===== src/rtl/ppu_oam_scan.sv =====
// OAM sprite scanner: walks every OAM entry once per line and buffers the first
// MAX_PER_LINE sprites that overlap the requested line.
module ppu_oam_scan #(
    parameter int SPRITE_COUNT = 40,
    parameter int MAX_PER_LINE = 10,
    parameter int IDX_W        = 6,
    parameter int CNT_W        = 4
) (
    input  logic             clockgb,
    input  logic             reset,
    input  logic             start,
    input  logic [7:0]       line,
    input  logic             tall,
    output logic [IDX_W-1:0] oam_addr,
    input  logic [7:0]       oam_y,
    input  logic [7:0]       oam_x,
    output logic             busy,
    output logic             done,
    output logic [CNT_W-1:0] count,
    output logic             overflow,
    input  logic [CNT_W-1:0] rd_idx,
    output logic             rd_valid,
    output logic [7:0]       rd_x,
    output logic [IDX_W-1:0] rd_id,
    output logic [3:0]       rd_row
);

    typedef enum logic [1:0] {StIdle, StScan, StDrain, StDone} state_e;

    state_e           state_q, state_d;
    logic [IDX_W-1:0] idx_q;
    logic             eval_vld_q;
    logic [IDX_W-1:0] eval_id_q;
    logic [CNT_W-1:0] count_q;
    logic             ovf_q;
    logic [7:0]       line_q;
    logic             tall_q;

    logic [7:0]       buf_x   [MAX_PER_LINE];
    logic [IDX_W-1:0] buf_id  [MAX_PER_LINE];
    logic [3:0]       buf_row [MAX_PER_LINE];

    logic [8:0] line16, y9, y_end;
    logic       hit, has_room;
    logic [3:0] row;

    always_comb begin
        state_d = state_q;
        unique case (state_q)
            StIdle:  if (start) state_d = StScan;
            StScan:  if (idx_q == IDX_W'(SPRITE_COUNT - 1)) state_d = StDrain;
            StDrain: state_d = StDone;
            StDone:  state_d = StIdle;
            default: state_d = StIdle;
        endcase
    end

    assign busy     = (state_q == StScan) || (state_q == StDrain);
    assign done     = (state_q == StDone);
    assign oam_addr = (state_q == StScan) ? idx_q : '0;
    assign count    = count_q;
    assign overflow = ovf_q;

    // 9-bit compare so sprites near the bottom do not wrap around
    always_comb begin
        line16   = {1'b0, line_q} + 9'd16;
        y9       = {1'b0, oam_y};
        y_end    = y9 + (tall_q ? 9'd16 : 9'd8);
        hit      = eval_vld_q && (line16 >= y9) && (line16 < y_end);
        has_room = count_q < CNT_W'(MAX_PER_LINE);
        // low nibble of (line+16-y) equals low nibble of (line-y)
        row      = line_q[3:0] - oam_y[3:0];
    end

    always_ff @(posedge clockgb) begin
        if (reset) begin
            state_q    <= StIdle;
            idx_q      <= '0;
            eval_vld_q <= 1'b0;
            eval_id_q  <= '0;
            count_q    <= '0;
            ovf_q      <= 1'b0;
            line_q     <= '0;
            tall_q     <= 1'b0;
        end else begin
            state_q    <= state_d;
            // data for the address presented now arrives next cycle
            eval_vld_q <= (state_q == StScan);
            eval_id_q  <= idx_q;
            if (state_q == StIdle && start) begin
                line_q  <= line;
                tall_q  <= tall;
                count_q <= '0;
                ovf_q   <= 1'b0;
                idx_q   <= '0;
            end else if (state_q == StScan) begin
                idx_q <= idx_q + 1'b1;
            end
            if (hit) begin
                if (has_room) count_q <= count_q + 1'b1;
                else          ovf_q   <= 1'b1;
            end
        end
    end

    always_ff @(posedge clockgb) begin
        for (int i = 0; i < MAX_PER_LINE; i++) begin
            if (hit && has_room && count_q == CNT_W'(i)) begin
                buf_x[i]   <= oam_x;
                buf_id[i]  <= eval_id_q;
                buf_row[i] <= row;
            end
        end
    end

    always_comb begin
        rd_valid = rd_idx < count_q;
        rd_x     = '0;
        rd_id    = '0;
        rd_row   = '0;
        for (int i = 0; i < MAX_PER_LINE; i++) begin
            if (rd_valid && rd_idx == CNT_W'(i)) begin
                rd_x   = buf_x[i];
                rd_id  = buf_id[i];
                rd_row = buf_row[i];
            end
        end
    end

endmodule


===== config.mk =====
export PLATFORM = sky130hd
export DESIGN_NAME = ppu_oam_scan
export DESIGN_NICKNAME = d
export VERILOG_FILES = /design/src/rtl/ppu_oam_scan.sv
export SDC_FILE = /design/constraint.sdc
export NUM_CORES = 1
export LEC_CHECK = 0
export ABC_CLOCK_PERIOD_IN_PS = 6130
export CORE_MARGIN = 5
export CORE_UTILIZATION = 58
export CTS_BUF_LIST = sky130_fd_sc_hd__clkbuf_4 sky130_fd_sc_hd__clkbuf_8
export DETAILED_ROUTE_END_ITERATION = 8
export PLACE_DENSITY = 0.86
export SLEW_MARGIN = 20
export SYNTH_ARGS = -nofsm -noshare
export SYNTH_HDL_FRONTEND = slang
export SYNTH_SLANG_ARGS = --single-unit

===== constraint.sdc =====
create_clock -name clockgb -period 6.13 [get_ports clockgb]
set_input_delay 1.226 -clock clockgb [delete_from_list [all_inputs] [get_ports clockgb]]
set_output_delay 1.226 -clock clockgb [all_outputs]
set_load 0.05 [all_outputs]

# Word level (Yosys, flattened, before mapping)
# Memories as Yosys holds them, arrays and structs flattened.
# Cells that the tools add are included.
[totals]
reg_bits = 29
latchBits = 0
mem_bits_rw = 180
romBits = 0
in_bits = 32
output_inout_bits = 32
word_cells = 243
memories = 3
[memory_table]
columns = ["memory", "words", "word_bits", "read_ports", "rd_ports_with_merged_regs", "write_ports", "line", "rtl"]
rows = [
  ["buf_x", 10, 8, 10, 0, 1, "39", "logic [7:0] buf_x [MAX_PER_LINE];"],
  ["buf_id", 10, 6, 10, 0, 1, "40", "logic [IDX_W-1:0] buf_id [MAX_PER_LINE];"],
  ["buf_row", 10, 4, 10, 0, 1, "41", "logic [3:0] buf_row [MAX_PER_LINE];"],
]
[classes]
n_addsub = 5
n_mul = 0
div_mod_pow = 0
magnitude_cmp = 4
n_eq_ne = 24
shifts = 0
muxes = 142
bitwise = 0
reduce_logical = 57
[op_table]
columns = ["cell", "count"]
rows = [
  ["$mux 4", 49],
  ["$mux 8", 19],
  ["$mux 6", 20],
  ["$reduce_or 8->1", 9],
  ["$reduce_or 6->1", 9],
  ["$mux 1", 50],
  ["$reduce_or 4->1", 9],
  ["$eq 4x3->1 const B", 8],
  ["$logic_and 1x1->1", 24],
  ["$eq 4x2->1 const B", 4],
  ["$eq 4x4->1 const B", 4],
  ["$add 8x5->9", 1],
  ["$add 8x5->9 const B", 1],
  ["$ge 9x8->1", 1],
  ["$lt 9x9->1", 1],
  ["$eq 4x1->1 const B", 2],
  ["$logic_not 4->1", 2],
  ["$pmux 2 s4", 1],
  ["$add 6x1->6 const B", 1],
  ["$eq 6x6->1 const B", 1],
  ["$mux 5", 1],
  ["$add 4x1->4 const B", 1],
  ["$eq 2x2->1 const B", 2],
  ["$lt 4x4->1", 1],
  ["9 further kinds", 11],
]

# Longest topological paths before layout
# Gate-level depths: netlist of the first run.
[depth]
ltp_word = 18
depth_mapped = 13
ltp_nobuf = 12

# Least setup slack after synthesis of the first run
# Ideal clock, no wire load.
[synth_timing]
kind = "input -> output"
from = "in rd_idx[3]"
to = "out rd_x[1]"
arrival_ns = 3.465
t_required_ns = 4.904
setup_slack_ns = 1.439
stages = 8
path_buffers = 1
cell_sequence = "ha_1 -> nand2_1 -> o21ai_2 -> inv_2 -> and3_1 -> buf_6 -> nor2b_1 -> o32ai_1"
[synth_between]
elab_chain_cells = 12
[synth_lines]
columns = ["element", "line", "rtl"]
rows = [
  ["start: declaration", "21", "input logic [CNT_W-1:0] rd_idx,"],
  ["$lt 4x4->1 or $logic_not 4->1 (tied branches)", "117, 122", ""],
  ["$logic_and 1x1->1", "122", "if (rd_valid && rd_idx == CNT_W'(i)) begin"],
  ["$mux 8 (9 in series)", "122", ""],
  ["$mux 8 (*)", "122", ""],
  ["end: declaration", "23", "output logic [7:0] rd_x,"],
]
# Mark *: on every way between the ends. The rest lies on a longest branch, timed or not.

# Worst setup path after layout of the first run
[layout_timing]
from = "in rd_idx[1]"
to = "out rd_row[1]"
[layout_between]
elab_chain_cells = 12
[layout_lines]
columns = ["element", "line", "rtl"]
rows = [
  ["$lt 4x4->1 or $logic_not 4->1 (tied branches)", "117, 122", ""],
  ["$logic_and 1x1->1", "122", ""],
  ["$mux 4 (9 in series)", "122", ""],
  ["$mux 4 (*)", "122", ""],
  ["end: declaration", "25", "output logic [3:0] rd_row"],
]
# Marks and branches as above.

==> results by group, run 1 <==
GRT
  • Largest net degree at the start of global routing: 33
  • Total Routing Usage GR: 24.1%
  • Initial antenna violation count: 0
  • First-pass GRT wire length: between 30000 and 40000 um
  • Remaining global-route overflow: 0
  • Vias in the first global route: 6371

Clock network
  • H-tree lvl count: 2
  • Max Buffers Root-to-Sink: 3
  • Clk sinks: about 210
  • Setup bufs post-CTS: 0
  • Clock tree from TritonCTS: done
  • Root buffer cell: clkbuf_8
  • Clock latency on the worst-skew pair: between 0.5 and 0.6 ns
  • Num CTS Buffers: 35
  • Post_cts resized: 0
  • Worst-path clk slew: around 0.05 ns
  • CTS Hold Bufs: 0

Yosys
  • Syn Area/Cell: approximately 14 um2
  • Yosys top cell by area: edfxtp_1
  • Count leader, synth: edfxtp_1
  • Seq/Total Area, Yosys: 64.8%
  • Unique masters post-synth: between 60 and 70
  • Top cells by instance count after synthesis: 180 x edfxtp_1, 47 x nand2_1, 41 x a21oi_1, 30 x ha_1, 29 x dfxtp_1
  • Synth Flop Type: edfxtp_1
  • Yosys Warn Count: 0
  • Post-Synthesis Cell Area: 0.00923 mm2
  • Seq cells post-synth: 209
  • Post-synth EDFFs: 180
  • Yosys top cell area share: approximately three fifths
  • Area contributors post-synth: edfxtp_1 59%, dfxtp_1 6.3%, ha_1 4.1%, mux4_2 2.4%, mux2i_1 2.4%
  • Syn Inst Count: around 660
  • Syn nets: 728
  • Async SR Flop Fraction: 0%

Flow run
  • Max Cap Violations: 0

Power and ir drop
  • Lkg Pwr: about 3.8 nW
  • Maximum vdd drop: 0.296 mV
  • Seq pwr share: between 40% and 50%
  • Pwr Density: between 300 and 400 mW/mm2
  • Int Power: around 0.0025 W
  • Switching power share of the total: 26.8%
  • Switch Pwr: between 0.0008 and 0.0009 W
  • Power share of the clock group: a little over a third
  • Logic pwr share: 15.3%

Routing
  • Initial drt markers: about 650
  • # DRC: 0
  • WL/cell: 22.3 um
  • Drt pass-1 iters: 5
  • Vias per inst: approximately 6.3
  • Vias post-DR: around 6200
  • Final ANT Viol Nets: 0
  • Post-Route WL: ~22000 um

Setup path
  • Crit path largest cell delay: 0.57 ns
  • CP max-delay cell: buf_2
  • Largest delay share family, worst path: buffers and inverters
  • Crit Path Class: primary input to primary output
  • Crit path capture type: primary output
  • Worst path bufs/invs: 3
  • Reg2reg setup slack: between 2 and 3 ns
  • CP Launch Type: primary input
  • Crit path cell chain: buf_2, ha_1, a21oi_1, o21ai_2, inv_2, and3_1, a221oi_1, a21oi_1, buf_4
  • Most common cell on crit path: a21oi_1
  • Crit Path Max Fanout: 32
  • Worst Path Required: a little under 5 ns
  • Crit path DAT: 4.03 ns

Placed design
  • RePlAce Congestion: roughly 0.87
  • Detail Placement HPWL: 13900 um
  • PortBufs: 63

Run status
  • Status: finished clean

Cells and area
  • Antenna cells: 0
  • Area Overhead vs Synth: 16.2%
  • Share of post-route cells with drive strength above 1: 16.8%
  • Final nets: slightly above 800
  • Fillers: 1101

Floorplan
  • Die height: 136 um
  • Die width: approximately 140 um
  • Ports: between 60 and 70
  • Core Rows: 46
  • Core Area: around 0.016 mm2
  • Initial Util: approximately three fifths
  • Full die area: ~0.019 mm2

Timing
  • Final hold vios: 0
  • Final setup violation count: 0
  • Worst-Margin Slew: a little under 0.9 ns
  • Hold WS: around 0.48 ns
  • Clk_skew: ~0.021 ns
  • Final worst path period share: 85.8%
  • FMAX: 0.190 GHz
  • RSZ-0062 raised after global routing: no
  • Fin Setup TNS: 0 ns
  • Max_slew headroom: approximately 40%
  • Final Max Tran Viols: 0
  • Final Critical Period: approximately 5.3 ns

Hold path
  • Min-Delay Path Class: register to register
[tightest hold or removal path, stage by stage, from the launching register on]
cell	delay [ns]
dfxtp_1	0.32
nand2_1	0.05
a21oi_1	0.06
[power by group through the flow]
| stage | clock network [W] | logic [W] | registers, W |
|---|---|---|---|
| floorplan | 0 | 0.000356 | 0.00166 |
| CTS | 0.00120 | 0.000511 | 0.00164 |
| global placement | 0 | 0.000478 | 0.00167 |
| finish | 0.00119 | 0.000514 | 0.00164 |
| global route | 0.00127 | 0.000555 | 0.00165 |
| detailed placement | 0 | 0.000506 | 0.00167 |
[cell usage in the layout, fill, tap and decap left out, drive strengths merged, types with 11 or more instances in the layout]
master | synthesis | layout
a31oi | 13 | 13
nand2 | 47 | 47
edfxtp | 180 | 180
and3 | 13 | 13
nand2b | 11 | 11
o22ai | 15 | 15
mux2i | 22 | 22
inv | 26 | 26
mux2 | 11 | 11
clkbuf | 13 | 48
clkdlybuf4s50 | 0 | 42
a21oi | 41 | 41
ha | 30 | 30
buf | 24 | 41
nor2b | 12 | 12
o21ai | 31 | 31
a22oi | 15 | 15
dfxtp | 29 | 29
nor2 | 28 | 28
[area by class of cell]
class | instances | area, um2 | area share [%]
Inverter | 26 | 100 | 0.933
Clock inverter | 14 | 95.1 | 0.887
Tap cell | 216 | 270 | 2.52
Timing Repair Buffer | 83 | 773 | 7.21
Multi-Input combinational cell | 392 | 2920 | 27.2
Sequential cell | 209 | 5990 | 55.8
Clock buffer | 48 | 579 | 5.40
[through the flow]
| stage | area (um2) | worst slack, ns | util (%) | cells | total power [W] |
|---|---|---|---|---|---|
| after floorplan | 9230 | 1.44 | - | 664 | 0.00202 |
| after global placement | 10100 | 0.978 | 63.7 | 926 | 0.00215 |
| after detailed placement | 10100 | 0.960 | 63.7 | 926 | 0.00218 |
| after CTS | 10700 | 0.945 | 68.0 | 988 | 0.00336 |
| after global routing | 10700 | 0.769 | 68.0 | 988 | 0.00348 |
| final | 10700 | 0.873 | 68.0 | 988 | 0.00335 |
[sequential cells by signal, summed over array words and instances (netlist names)]
register and count:
line_q 8, tall_q 1, buf_x 80, buf_id 60, buf_row 40, idx_q 6, state_q 2, eval_vld_q 1
overflow 1, eval_id_q 6, count 4
[metal layers]
layer / global-route usage [%] / vias up / part of all wire, %
li1: - / 2728 / -
met1: 30.2 / 3047 / 38
met2: 41.0 / 368 / 50
met3: 5.74 / 56 / 9.4
met4: 8.68 / 0 / 2.6
met5: 0 / - / 0
[path summary, 6_finish.rpt]
kind,startpoint,end,cells past startpoint
hold reg to reg,line_q[2],line_q[2],2
setup reg to reg,tall_q,buf_x[3][4],11
setup / recovery,rd_idx[1],rd_row[1],9
hold / removal,line_q[2],line_q[2],2
[kinds of logic (layout without fill, tap and decap cells)]
group / count (synthesis) / count (layout) / share of synthesized area, %
adder cells (fa/ha/maj): 32 / 32 / 4.50
flip-flops: 209 / 209 / 64.8
AO/OA/AOI/OAI: 166 / 166 / 12.2
multiplexers: 43 / 43 / 6.17
AND/OR/NAND/NOR: 140 / 140 / 7.72
XOR/XNOR: 11 / 11 / 1.04
buffers and inverters: 63 / 171 / 3.52
Power figures use the tool's default switching activity.
==> run 2: changes to the inputs <==
- ABC_AREA: default -> 1
==> run 2 against run 1 <==
Via count up 4.3%. Total power decreased by 2.4%. Combinational power decreased by 4%. Global-route usage is 1.6 points lower. Synthesized cell count up 27%. Sequential power hardly changed. Non-clock buffer count decreased by 6. Sequential share of layout area shrank 0.059 points. Design area up 0.11%. Wire length fell by 7.3%. Clock-buffer cell count fell by 9.
==> results by group, run 2 <==
Run status
  • Status: finished clean

Floorplan
  • Core Rows: 46 (unchanged)
  • Initial Util: 58.7% (+0.15 points)
  • Full die area: 0.0186 mm2 (+0.24%)
  • Die width: 136 um (+0.12%)
  • Ports: 64 (unchanged)
  • Die height: 136 um (+0.12%)
  • Core Area: 0.0158 mm2 (unchanged)

Clock network
  • CTS Hold Bufs: 0 (unchanged)
  • Clock tree from TritonCTS: done
  • Post_cts resized: 0 (unchanged)
  • Root buffer cell: clkbuf_8
  • Num CTS Buffers: 31 (-11%)
  • Clock latency on the worst-skew pair: 0.57 ns (+0.05 ns)
  • H-tree lvl count: 1 (-1)
  • Setup bufs post-CTS: 0 (unchanged)
  • Clk sinks: 209 (unchanged)
  • Max Buffers Root-to-Sink: 3 (unchanged)
  • Worst-path clk slew: 0.06 ns (about the same)

Setup path
  • CP Launch Type: primary input
  • Crit path DAT: 4.20 ns (+0.17 ns)
  • Crit Path Max Fanout: 58 (+81%)
  • CP endpoint: rd_row[0]
  • Setup crit start: rd_idx[3]
  • Crit Path Class: primary input to primary output
  • R2R depth: 16 (+5)
  • FF-to-FF End: buf_id[3][4]
  • Reg2reg setup slack: 2.65 ns (+0.07 ns)
  • Crit path capture type: primary output
  • Worst Path Required: 4.90 ns (about the same)
  • FF-to-FF Start: tall_q

Timing
  • Final setup violation count: 0 (unchanged)
  • RSZ-0062 raised after global routing: no
  • FMAX: 0.184 GHz (-3.1%)
  • Max_slew headroom: 36.7% (-3.6 points)
  • Final Max Tran Viols: 0 (unchanged)
  • Clk_skew: 0.0138 ns (-0.00742 ns)
  • Hold WS: 0.472 ns (-0.00667 ns)
  • Worst-Margin Slew: 0.948 ns (+0.0557 ns)
  • Final worst path period share: 88.5% (+2.7 points)
  • Fin Setup TNS: 0 ns (unchanged)
  • Final Critical Period: 5.42 ns (+0.167 ns)
  • Final hold vios: 0 (unchanged)

GRT
  • Vias in the first global route: 6440 (+1.1%)
  • Initial antenna violation count: 0 (unchanged)
  • Total Routing Usage GR: 22.5% (-1.6 points)
  • Largest net degree at the start of global routing: 59 (+79%)
  • First-pass GRT wire length: 32400 um (-4.9%)
  • Remaining global-route overflow: 0 (unchanged)

Yosys
  • Synth Flop Type: edfxtp_1
  • Yosys top cell by area: edfxtp_1
  • Count leader, synth: edfxtp_1
  • Syn Area/Cell: 11.0 um2 (-21%)
  • Post-Synthesis Cell Area: 0.00926 mm2 (+0.26%)
  • Yosys Warn Count: 0 (unchanged)
  • Syn Inst Count: 844 (+27%)
  • Seq/Total Area, Yosys: 64.7% (-0.17 points)
  • Seq cells post-synth: 209 (unchanged)
  • Syn nets: 908 (+25%)
  • Async SR Flop Fraction: 0% (unchanged)
  • Yosys top cell area share: 58.4% (-0.15 points)
  • Area contributors post-synth: edfxtp_1 58%, nand2_1 6.9%, nand4_1 6.4%, dfxtp_1 6.3%, ha_1 4.1%
  • Top cells by instance count after synthesis: 180 x edfxtp_1, 171 x nand2_1, 95 x nand4_1, 93 x inv_1, 83 x nor2_1
  • Unique masters post-synth: 38 (-42%)
  • Post-synth EDFFs: 180 (unchanged)

Routing
  • Wl on met1: 7960 um (-5.1%)
  • Post-Route WL: 20400 um (-7.3%)
  • Initial drt markers: 518 (-20%)
  • Final ANT Viol Nets: 0 (unchanged)
  • Met2 WL: 10300 um (-6.2%)
  • # DRC: 0 (unchanged)
  • Vias post-DR: 6465 (+4.3%)
  • Drt pass-1 iters: 5 (unchanged)
  • Met3 routed WL: 1550 um (-25%)
  • WL/cell: 17.5 um (-21%)
  • Max layer used: met4
  • Vias per inst: 5.56 (-11%)

Cells and area
  • Final nets: 988 (+22%)
  • Final core occ: 68.1% (+0.071 points)
  • Antenna cells: 0 (unchanged)
  • Max reg flops: 80 (unchanged)
  • Area Overhead vs Synth: 16.0%
  • Commonest cells after routing, fill and taps aside: 180 x edfxtp_1, 171 x nand2_1, 95 x nand4_1
  • Most common cell after layout, fill and taps aside: edfxtp_1
  • Share of post-route cells with drive strength above 1: 12.9% (-4.0 points)
  • Fillers: 1113 (+1.1%)
  • Reg with most FFs: buf_x
  • Largest registers: buf_x: 80 flops, buf_id: 60 flops, buf_row: 40 flops

Placed design
  • Detail Placement HPWL: 12800 um (-8.1%)
  • RePlAce Congestion: 0.852 (-1.6%)
  • PortBufs: 63 (unchanged)

Power and ir drop
  • Lkg Pwr: 4.08 nW (+8.0%)
  • Maximum vdd drop: 0.330 mV (+12%)
  • Pwr Density: 304 mW/mm2 (-2.5%)

Hold path
  • Min-Delay Path Class: register to register

Flow run
  • Max Cap Violations: 0 (unchanged)
run 2: cell count changes in the layout (fill, tap and decap cells not counted), moves of 14 or more:
cell,delta
a21oi_1,-23
a22oi_1,-14
inv_1,+69
mux2i_1,-22
nand2_1,+124
nand3_1,+22
nand4_1,+92
nor2_1,+54
o22ai_1,-15
run 2: how the worst min path moves through the flow:
stage | end | from | cells after the start
CTS | line_q[0] | line_q[0] | 2
global route | eval_id_q[5] | idx_q[5] | 2
global placement | line_q[0] | line_q[0] | 2
floorplan | eval_id_q[1] | idx_q[1] | 2
detailed placement | line_q[0] | line_q[0] | 2
finish | line_q[0] | line_q[0] | 2
run 2: logic make-up (layout without fill, tap and decap cells):
| kind of cell | after synthesis | after routing | share of synthesized area (%) |
|---|---|---|---|
| buf+inv | 129 | 232 | 5.72 |
| mux | 1 | 1 | 0.122 |
| simple gates | 413 | 413 | 21.1 |
| flops | 209 | 209 | 64.7 |
| xor+xnor | 10 | 10 | 0.946 |
| compound gates | 50 | 50 | 3.00 |
| fa+ha+maj | 32 | 32 | 4.49 |
run 2: per-layer routing:
layer	vias up	track usage, %
met3	59	4.40
met1	3027	27.8
met5	-	0
met2	284	39.4
li1	3095	-
met4	0	8.40
run 2: layout make-up:
class | count | area, um2 | share of cell area [%]
inverter | 99 | 374 | 3.48
clock inverter | 17 | 135 | 1.26
clock buffer | 39 | 487 | 4.53
multi-input combinational | 506 | 2760 | 25.7
sequential | 209 | 5990 | 55.7
timing repair buffer | 77 | 728 | 6.78
tap | 216 | 270 | 2.52
run 2: where the power goes:
part	leakage (nW)	internal, W	switching (W)
clock	0.323	0.000607	0.000514
combinational	1.89	0.000161	0.000334
sequential	1.87	0.00162	0.0000322
total	4.08	0.00239	0.000880
run 2: worst max-delay path: stages:
cell and delay (ns):
clkdlybuf4s50_1 0.45, ha_1 0.34, nand2_1 0.08, inv_1 0.06
nand2_4 0.44, nand2_2 0.18, inv_4 0.26, nand2_2 0.23
inv_2 0.38, nand2_1 0.13, nand4_1 0.17, buf_4 0.22
run 2: stage by stage:
| stage | cells | setup slack, ns | area (um2) | power, W |
|---|---|---|---|---|
| 5_1_grt | 1163 | 0.451 | 10700 | 0.00342 |
| 6_report | 1163 | 0.706 | 10700 | 0.00327 |
| 4_1_cts | 1163 | 0.716 | 10700 | 0.00328 |
| 2_1_floorplan | 844 | 1.83 | 9260 | 0.00202 |
| 3_5_place_dp | 1107 | 0.744 | 10100 | 0.00217 |
| 3_3_place_gp | 1107 | 0.881 | 10100 | 0.00215 |
